`src/rtl/dm_cache_pkg.sv`:
```
// Shared defaults, FSM state encoding and address-field helpers for the direct-mapped cache.
package dm_cache_pkg;

   localparam int DEF_ADDR_W   = 10;
   localparam int DEF_DATA_W   = 32;
   localparam int DEF_INDEX_W  = 5;
   localparam int DEF_OFFSET_W = 2;
   localparam int DEF_STAT_W   = 16;

   localparam logic [1:0] ST_IDLE   = 2'd0;
   localparam logic [1:0] ST_REFILL = 2'd1;
   localparam logic [1:0] ST_WRITE  = 2'd2;

   // Word address layout is {tag, index, offset}; callers size-cast the result.
   function automatic logic [31:0] addr_tag(input logic [31:0] addr, input int index_w,
                                            input int offset_w);
      return addr >> (index_w + offset_w);
   endfunction

   function automatic logic [31:0] addr_index(input logic [31:0] addr, input int index_w,
                                              input int offset_w);
      return (addr >> offset_w) & ((32'd1 << index_w) - 32'd1);
   endfunction

   function automatic logic [31:0] addr_offset(input logic [31:0] addr, input int offset_w);
      return addr & ((32'd1 << offset_w) - 32'd1);
   endfunction

endpackage

```
`src/rtl/dm_cache_array.sv`:
```
// Valid/tag/data storage for the direct-mapped cache with combinational tag compare.
module dm_cache_array
   import dm_cache_pkg::*;
#(
   parameter int INDEX_W  = DEF_INDEX_W,
   parameter int OFFSET_W = DEF_OFFSET_W,
   parameter int TAG_W    = 3,
   parameter int DATA_W   = DEF_DATA_W
) (
   input  logic                clk,
   input  logic                reset,
   input  logic [INDEX_W-1:0]  idx,
   input  logic [OFFSET_W-1:0] off,
   input  logic [TAG_W-1:0]    tag,
   output logic                hit,
   output logic [DATA_W-1:0]   rdata,
   input  logic                word_we,
   input  logic [DATA_W-1:0]   word_data,
   input  logic                fill_we,
   input  logic [OFFSET_W-1:0] fill_off,
   input  logic [DATA_W-1:0]   fill_data,
   input  logic                line_set
);

   localparam int LINES = 2**INDEX_W;
   localparam int WORDS = 2**OFFSET_W;

   logic [LINES-1:0]             valid;
   logic [TAG_W-1:0]             tag_mem  [LINES];
   logic [WORDS-1:0][DATA_W-1:0] data_mem [LINES];

   always_ff @(posedge clk or negedge reset) begin
      if (!reset)        valid      <= '0;
      else if (line_set) valid[idx] <= 1'b1;
   end

   // Tag and data carry no reset; an invalid line is never trusted.
   always_ff @(posedge clk) begin
      if (line_set) tag_mem[idx] <= tag;
      if (fill_we)      data_mem[idx][fill_off] <= fill_data;
      else if (word_we) data_mem[idx][off]      <= word_data;
   end

   assign hit   = valid[idx] && (tag_mem[idx] == tag);
   assign rdata = data_mem[idx][off];

endmodule

```
`src/rtl/dm_cache_ctrl.sv`:
```
// Direct-mapped write-through, read-allocate cache with line refill FSM and
// saturating hit/miss statistics.
module dm_cache_ctrl
   import dm_cache_pkg::*;
#(
   parameter int ADDR_W   = DEF_ADDR_W,
   parameter int DATA_W   = DEF_DATA_W,
   parameter int INDEX_W  = DEF_INDEX_W,
   parameter int OFFSET_W = DEF_OFFSET_W,
   parameter int STAT_W   = DEF_STAT_W
) (
   input  logic              clk,
   input  logic              reset,
   input  logic              cpu_rd,
   input  logic              cpu_wr,
   input  logic [ADDR_W-1:0] cpu_addr,
   input  logic [DATA_W-1:0] cpu_wdata,
   output logic [DATA_W-1:0] cpu_rdata,
   output logic              cpu_stall,
   output logic              mem_rd,
   output logic              mem_wr,
   output logic [ADDR_W-1:0] mem_addr,
   output logic [DATA_W-1:0] mem_wdata,
   input  logic [DATA_W-1:0] mem_rdata,
   input  logic              mem_ready,
   output logic [STAT_W-1:0] hit_cnt,
   output logic [STAT_W-1:0] miss_cnt
);

   localparam int TAG_W = ADDR_W - INDEX_W - OFFSET_W;

   if (TAG_W < 1) begin : g_tag_w_chk
      $error("dm_cache_ctrl: ADDR_W leaves no tag bits after INDEX_W + OFFSET_W");
   end

   logic [1:0]          state;
   logic [OFFSET_W-1:0] beat;
   logic [ADDR_W-1:0]   wr_addr_q;
   logic [DATA_W-1:0]   wr_data_q;

   logic [TAG_W-1:0]    tag;
   logic [INDEX_W-1:0]  idx;
   logic [OFFSET_W-1:0] off;
   logic                hit, req, fill_we, line_set, word_we, cnt_hit, cnt_miss;

   assign tag = TAG_W'(addr_tag(32'(cpu_addr), INDEX_W, OFFSET_W));
   assign idx = INDEX_W'(addr_index(32'(cpu_addr), INDEX_W, OFFSET_W));
   assign off = OFFSET_W'(addr_offset(32'(cpu_addr), OFFSET_W));

   assign req      = cpu_rd || cpu_wr;
   assign fill_we  = (state == ST_REFILL) && mem_ready;
   assign line_set = fill_we && (beat == '1);
   assign word_we  = (state == ST_IDLE) && cpu_wr && hit;
   assign cnt_hit  = (state == ST_IDLE) && req && hit;
   assign cnt_miss = (state == ST_IDLE) && req && !hit;

   dm_cache_array #(
      .INDEX_W  (INDEX_W),
      .OFFSET_W (OFFSET_W),
      .TAG_W    (TAG_W),
      .DATA_W   (DATA_W)
   ) u_array (
      .clk       (clk),
      .reset     (reset),
      .idx       (idx),
      .off       (off),
      .tag       (tag),
      .hit       (hit),
      .rdata     (cpu_rdata),
      .word_we   (word_we),
      .word_data (cpu_wdata),
      .fill_we   (fill_we),
      .fill_off  (beat),
      .fill_data (mem_rdata),
      .line_set  (line_set)
   );

   // The core holds its request through a refill, so the refill address
   // comes straight from cpu_addr rather than a latched copy.
   always_comb begin
      cpu_stall = 1'b0;
      mem_rd    = 1'b0;
      mem_wr    = 1'b0;
      mem_addr  = '0;
      mem_wdata = '0;
      case (state)
         ST_IDLE:   cpu_stall = cpu_wr || (cpu_rd && !hit);
         ST_REFILL: begin
            cpu_stall = 1'b1;
            mem_rd    = 1'b1;
            mem_addr  = {tag, idx, beat};
         end
         ST_WRITE:  begin
            cpu_stall = 1'b1;
            mem_wr    = 1'b1;
            mem_addr  = wr_addr_q;
            mem_wdata = wr_data_q;
         end
         default: ;
      endcase
   end

   always_ff @(posedge clk or negedge reset) begin
      if (!reset) begin
         state     <= ST_IDLE;
         beat      <= '0;
         wr_addr_q <= '0;
         wr_data_q <= '0;
      end else begin
         case (state)
            ST_IDLE: begin
               if (cpu_wr) begin
                  wr_addr_q <= cpu_addr;
                  wr_data_q <= cpu_wdata;
                  state     <= ST_WRITE;
               end else if (cpu_rd && !hit) begin
                  beat  <= '0;
                  state <= ST_REFILL;
               end
            end
            ST_REFILL: begin
               // beat wraps to zero on the last word, ready for the next refill
               if (mem_ready) begin
                  beat <= beat + 1'b1;
                  if (beat == '1) state <= ST_IDLE;
               end
            end
            ST_WRITE: if (mem_ready) state <= ST_IDLE;
            default:  state <= ST_IDLE;
         endcase
      end
   end

   always_ff @(posedge clk or negedge reset) begin
      if (!reset) begin
         hit_cnt  <= '0;
         miss_cnt <= '0;
      end else begin
         if (cnt_hit && hit_cnt != '1)   hit_cnt  <= hit_cnt + 1'b1;
         if (cnt_miss && miss_cnt != '1) miss_cnt <= miss_cnt + 1'b1;
      end
   end

endmodule

```
`config.mk`:
```
export PLATFORM = sky130hd
export DESIGN_NAME = dm_cache_ctrl
export DESIGN_NICKNAME = d
export VERILOG_FILES = /design/src/rtl/dm_cache_pkg.sv /design/src/rtl/dm_cache_array.sv /design/src/rtl/dm_cache_ctrl.sv
export SDC_FILE = /design/constraint.sdc
export NUM_CORES = 2
export LEC_CHECK = 0
export CORE_ASPECT_RATIO = 1.1
export CORE_MARGIN = 3
export CORE_UTILIZATION = 50
export DETAILED_ROUTE_END_ITERATION = 10
export GPL_TIMING_DRIVEN = 0
export PLACE_DENSITY = 0.62
export SLEW_MARGIN = 10
export SYNTH_ARGS = -nofsm -noshare
export SYNTH_HDL_FRONTEND = slang
export SYNTH_MEMORY_MAX_BITS = 65536
export SYNTH_SLANG_ARGS = --single-unit
```
`constraint.sdc`:
```
create_clock -name clk -period 4.85 [get_ports clk]
set_input_delay 0.97 -clock clk [delete_from_list [all_inputs] [get_ports clk]]
set_output_delay 0.97 -clock clk [all_outputs]
set_load 0.005 [all_outputs]
```
==> impl_metrics.env <==
export IMPL_worstMarginPinSlew_ns=1.63
export IMPL_critical_path_buf_inv_count=8
export IMPL_start_kind="input pin"
export IMPL_yosys_top_cells_area="edfxtp_1 77%, mux4_2 14%, a22oi_1 1.8%"
export IMPL_clock_fmax_mhz=176
export IMPL_io_buffers=185
export IMPL_synth_edf_count=4192
export IMPL_rsz0062_at_grt="true"
export IMPL_period_share_pct=117
export IMPL_rows=220
export IMPL_clk_latency_ns=1.00
export IMPL_finalWirelength_um=615000
export IMPL_clockPowerShare_pct=40.6
export IMPL_fillCellCount=22000
export IMPL_avgSynthCellArea_um2=22.8
export IMPL_arrival_ns=4.70
export IMPL_cts_tree="yes"
export IMPL_crit_family="compound AO/OA/AOI/OAI gates"
export IMPL_groute_usage_overall_pct=36.2
export IMPL_holdCritPathClass="in2async"
export IMPL_intPower_w=0.0620
export IMPL_yosysTopAreaCellShare_pct=76.5
export IMPL_async_reset_ff_share_pct=2.56
export IMPL_drive_above_1_share_pct=36.2
export IMPL_dp_slack_ns=-3.74
export IMPL_grt_max_degree=67
export IMPL_synthDistinctLibCells=59
export IMPL_pin_count=188
export IMPL_initial_utilization_pct=50.3
export IMPL_vias=93400
export IMPL_synth_warnings=0
export IMPL_wire_per_inst_um=46.8
export IMPL_cellLeakagePower_nw=63.7
export IMPL_htree_levels=5
export IMPL_p_sw_share_pct=23.2
export IMPL_synth_cells=7225
export IMPL_numCtsBuffers=426
export IMPL_end_kind="primary output"
export IMPL_fin_crit_ns=5.67
export IMPL_ys_flop_type="edfxtp_1"
export IMPL_drv_slew=21
export IMPL_root_buffer="clkbuf_16"
export IMPL_drtIter0Drc=16600
export IMPL_yosysSeqAreaShare_pct=78.2
export IMPL_drcViolationCount=0
export IMPL_overflow=0
export IMPL_skew_ns=0.0512
export IMPL_gp_congestion=0.985
export IMPL_hold_violations=0
export IMPL_die_area_um2=336000
export IMPL_finalWorstSetupSlack_ns=-0.823
export IMPL_criticalPathCategory="in2out"
export IMPL_maxSlewHeadroom_pct=-9.22
export IMPL_syn_area_um2=164000
export IMPL_drv_cap=3
export IMPL_p_total_w=0.0807
export IMPL_status="finished with violations"
export IMPL_violations="capacitance limit, slew limit, setup timing"
export IMPL_ys_seq_elements=4302
export IMPL_synth_largest_area_cell="edfxtp_1"
export IMPL_postRouteAntennaNets=0
export IMPL_cp_max_fo=6
export IMPL_grt_pass1_vias=87700
export IMPL_irDropWorstVdd_mv=0.314
export IMPL_p_seq_share_pct=51.1
export IMPL_area_delta_synth_final_pct=21.9
export IMPL_comb_power_share_pct=8.2
export IMPL_grt_pass1_wl_um=806000
export IMPL_crit_chain="buf_12, buf_12, buf_12, buf_16, buf_12, buf_16, buf_16, mux4_2, a22oi_2, nand4_1, o211ai_1, o21ai_4, buf_2"
export IMPL_nNetsFinal=8492
export IMPL_worst_path_largest_cell_delay_ns=0.89
export IMPL_cpMostUsedCell="buf_12"
export IMPL_p_per_area_nw_per_um2=403
export IMPL_cts_max_path_buffers=4
export IMPL_path_clk_slew_ns=0.06
export IMPL_die_w_um=553
export IMPL_core_um2=327000
export IMPL_cts_sinks=4302
export IMPL_slowest_stage="o211ai_1"
export IMPL_hpwl_um=410000
export IMPL_vias_per_cell=7.11
export IMPL_setup_viol=122
export IMPL_r2r_setup_slack_ns=0.12
export IMPL_mappedNetlistNets=7314
export IMPL_antenna_found_initial=59
export IMPL_first_pass_iters=11
export IMPL_switchingPower_w=0.0187
export IMPL_fp_dieH_um=607
export IMPL_hold_ws_ns=0.451
export IMPL_cp_required_ns=3.88
what timing repair did:
| action | in CTS | in global routing |
|---|---|---|
| hold buffers | 1 | 0 |
| buffers inserted | 92 | 175 |
| gates resized for setup | 1285 | 207 |
| pin swaps | 125 | 145 |
| endpoints found under the setup margin | 6302 | 136 |
| hold endpoints to repair | 44 | 0 |
| cloned | 5 | 3 |
final cells by class:
class                   instances  area, µm²  area share [%]
plain buffers                 421       5030            2.51
inverters                      12       45.0          0.0225
multi-input cells            2481      36300            18.1
diodes                         53        133          0.0662
flip-flops and latches       4302     129000            64.2
repair buffers                759      11300            5.66
clock inverters               252       2220            1.11
clock buffers                 534      11400            5.67
well taps                    4329       5420            2.70
metal layers:
| layer | up-vias | routed length [µm] | global-route usage (%) |
|---|---|---|---|
| met2 | 8255 | 267000 | 51.8 |
| met3 | 1963 | 91800 | 15.3 |
| met4 | 46 | 52200 | 23.9 |
| met1 | 49600 | 203000 | 45.2 |
| li1 | 33600 | - | - |
| met5 | - | 1610 | 2.46 |
registers in the layout, indices dropped and copies added, names as in the netlist:
register          flops
beat                  2
hit_cnt              16
miss_cnt             16
state                 2
u_array.data_mem   4096
u_array.tag_mem      96
u_array.valid        32
wr_addr_q            10
wr_data_q            32
layout by cell type, fill, tap and decap left out, types with 15 or more instances in the layout:
master,n
edfxtp_1,4192
mux4_2,1032
clkbuf_16,468
a22oi_1,287
buf_12,241
buf_4,226
buf_16,158
mux2_2,149
nand4_1,136
clkdlybuf4s50_1,131
nor2_4,128
clkbuf_1,121
a22oi_2,110
dfrtp_1,110
clkinv_1,101
clkinv_2,85
buf_2,83
buf_6,79
clkbuf_8,67
a22o_1,64
nor2_1,56
clkbuf_4,56
diode_2,53
nand2_1,49
mux2i_1,47
clkbuf_2,46
o21ai_4,43
bufinv_16,36
a221oi_1,34
and2_1,34
o211ai_1,32
or2_2,32
buf_8,27
o22ai_1,24
mux2_1,23
a221oi_2,20
nand3_1,18
o21ai_2,17
xnor2_1,15
path summary, 6_finish.rpt:
path / start / to / depth (start not counted)
max in group asynchronous: reset / wr_data_q[16]$_DFFE_PN0P_ / 3
setup reg to reg: state[0]$_DFFE_PN0P_ / u_array.data_mem[2][79]$_DFFE_PP_ / 12
min in group clk: cpu_wr / beat[0]$_DFFE_PN0P_ / 3
hold reg to reg: u_array.valid[11]$_DFFE_PN0P_ / u_array.valid[11]$_DFFE_PN0P_ / 1
setup / recovery: cpu_addr[2] / cpu_rdata[21] / 13
hold / removal: reset / wr_data_q[1]$_DFFE_PN0P_ / 2
cells in the mapped netlist, types with 10 or more instances:
cell type  instances
nand2_1           49
mux2_1            23
edfxtp_1        4192
ha_1              10
buf_1             58
clkbuf_1         222
a22o_1            64
nand4_1          136
a22oi_1          397
buf_2            135
o21ai_0           69
xor2_1            14
nor2_1           174
mux4_2          1032
or2_2             32
nor2_4            10
inv_1             12
o211ai_1          32
dfrtp_1          110
nand3_1           18
xnor2_1           15
mux2_2           149
nor3_1            10
and2_1            34
o22ai_1           24
a221oi_1          64
mux2i_1           51
power by group through the flow:
stage	Sequential [W]	Clock (W)	Combinational, W
2_1_floorplan	0.0420	0	0.00261
3_3_place_gp	0.0420	0	0.00537
3_5_place_dp	0.0420	0	0.00565
4_1_cts	0.0413	0.0328	0.00616
5_1_grt	0.0413	0.0343	0.00668
6_report	0.0413	0.0328	0.00663
kinds of logic (layout without fill, tap and decap cells):
group,after synthesis,count (layout),share of synthesized area [%]
DFF,4302,4302,78.2
buffers and inverters,442,1978,1.18
adders and majority gates,10,10,0.0761
muxes,1255,1255,15.6
other,0,53,0
xor gates and xnor gates,29,29,0.154
and+or+nand+nor,519,519,1.73
AOI/OAI and AO/OA,668,668,3.02
per-stage QoR:
step / instance area [µm²] / setup TNS (ns) / util [%] / cells
after global routing: 200000 / -12.32 / 61.3 / 13100
after global placement: 172000 / - / 52.5 / 11700
after floorplan: 164000 / -373.25 / - / 7225
after CTS: 198000 / -10.94 / 60.6 / 12900
after detailed placement: 180000 / - / 54.9 / 12000
final: 200000 / -19.78 / 61.3 / 13100
Note: power is estimated with default switching activity, not from simulation.
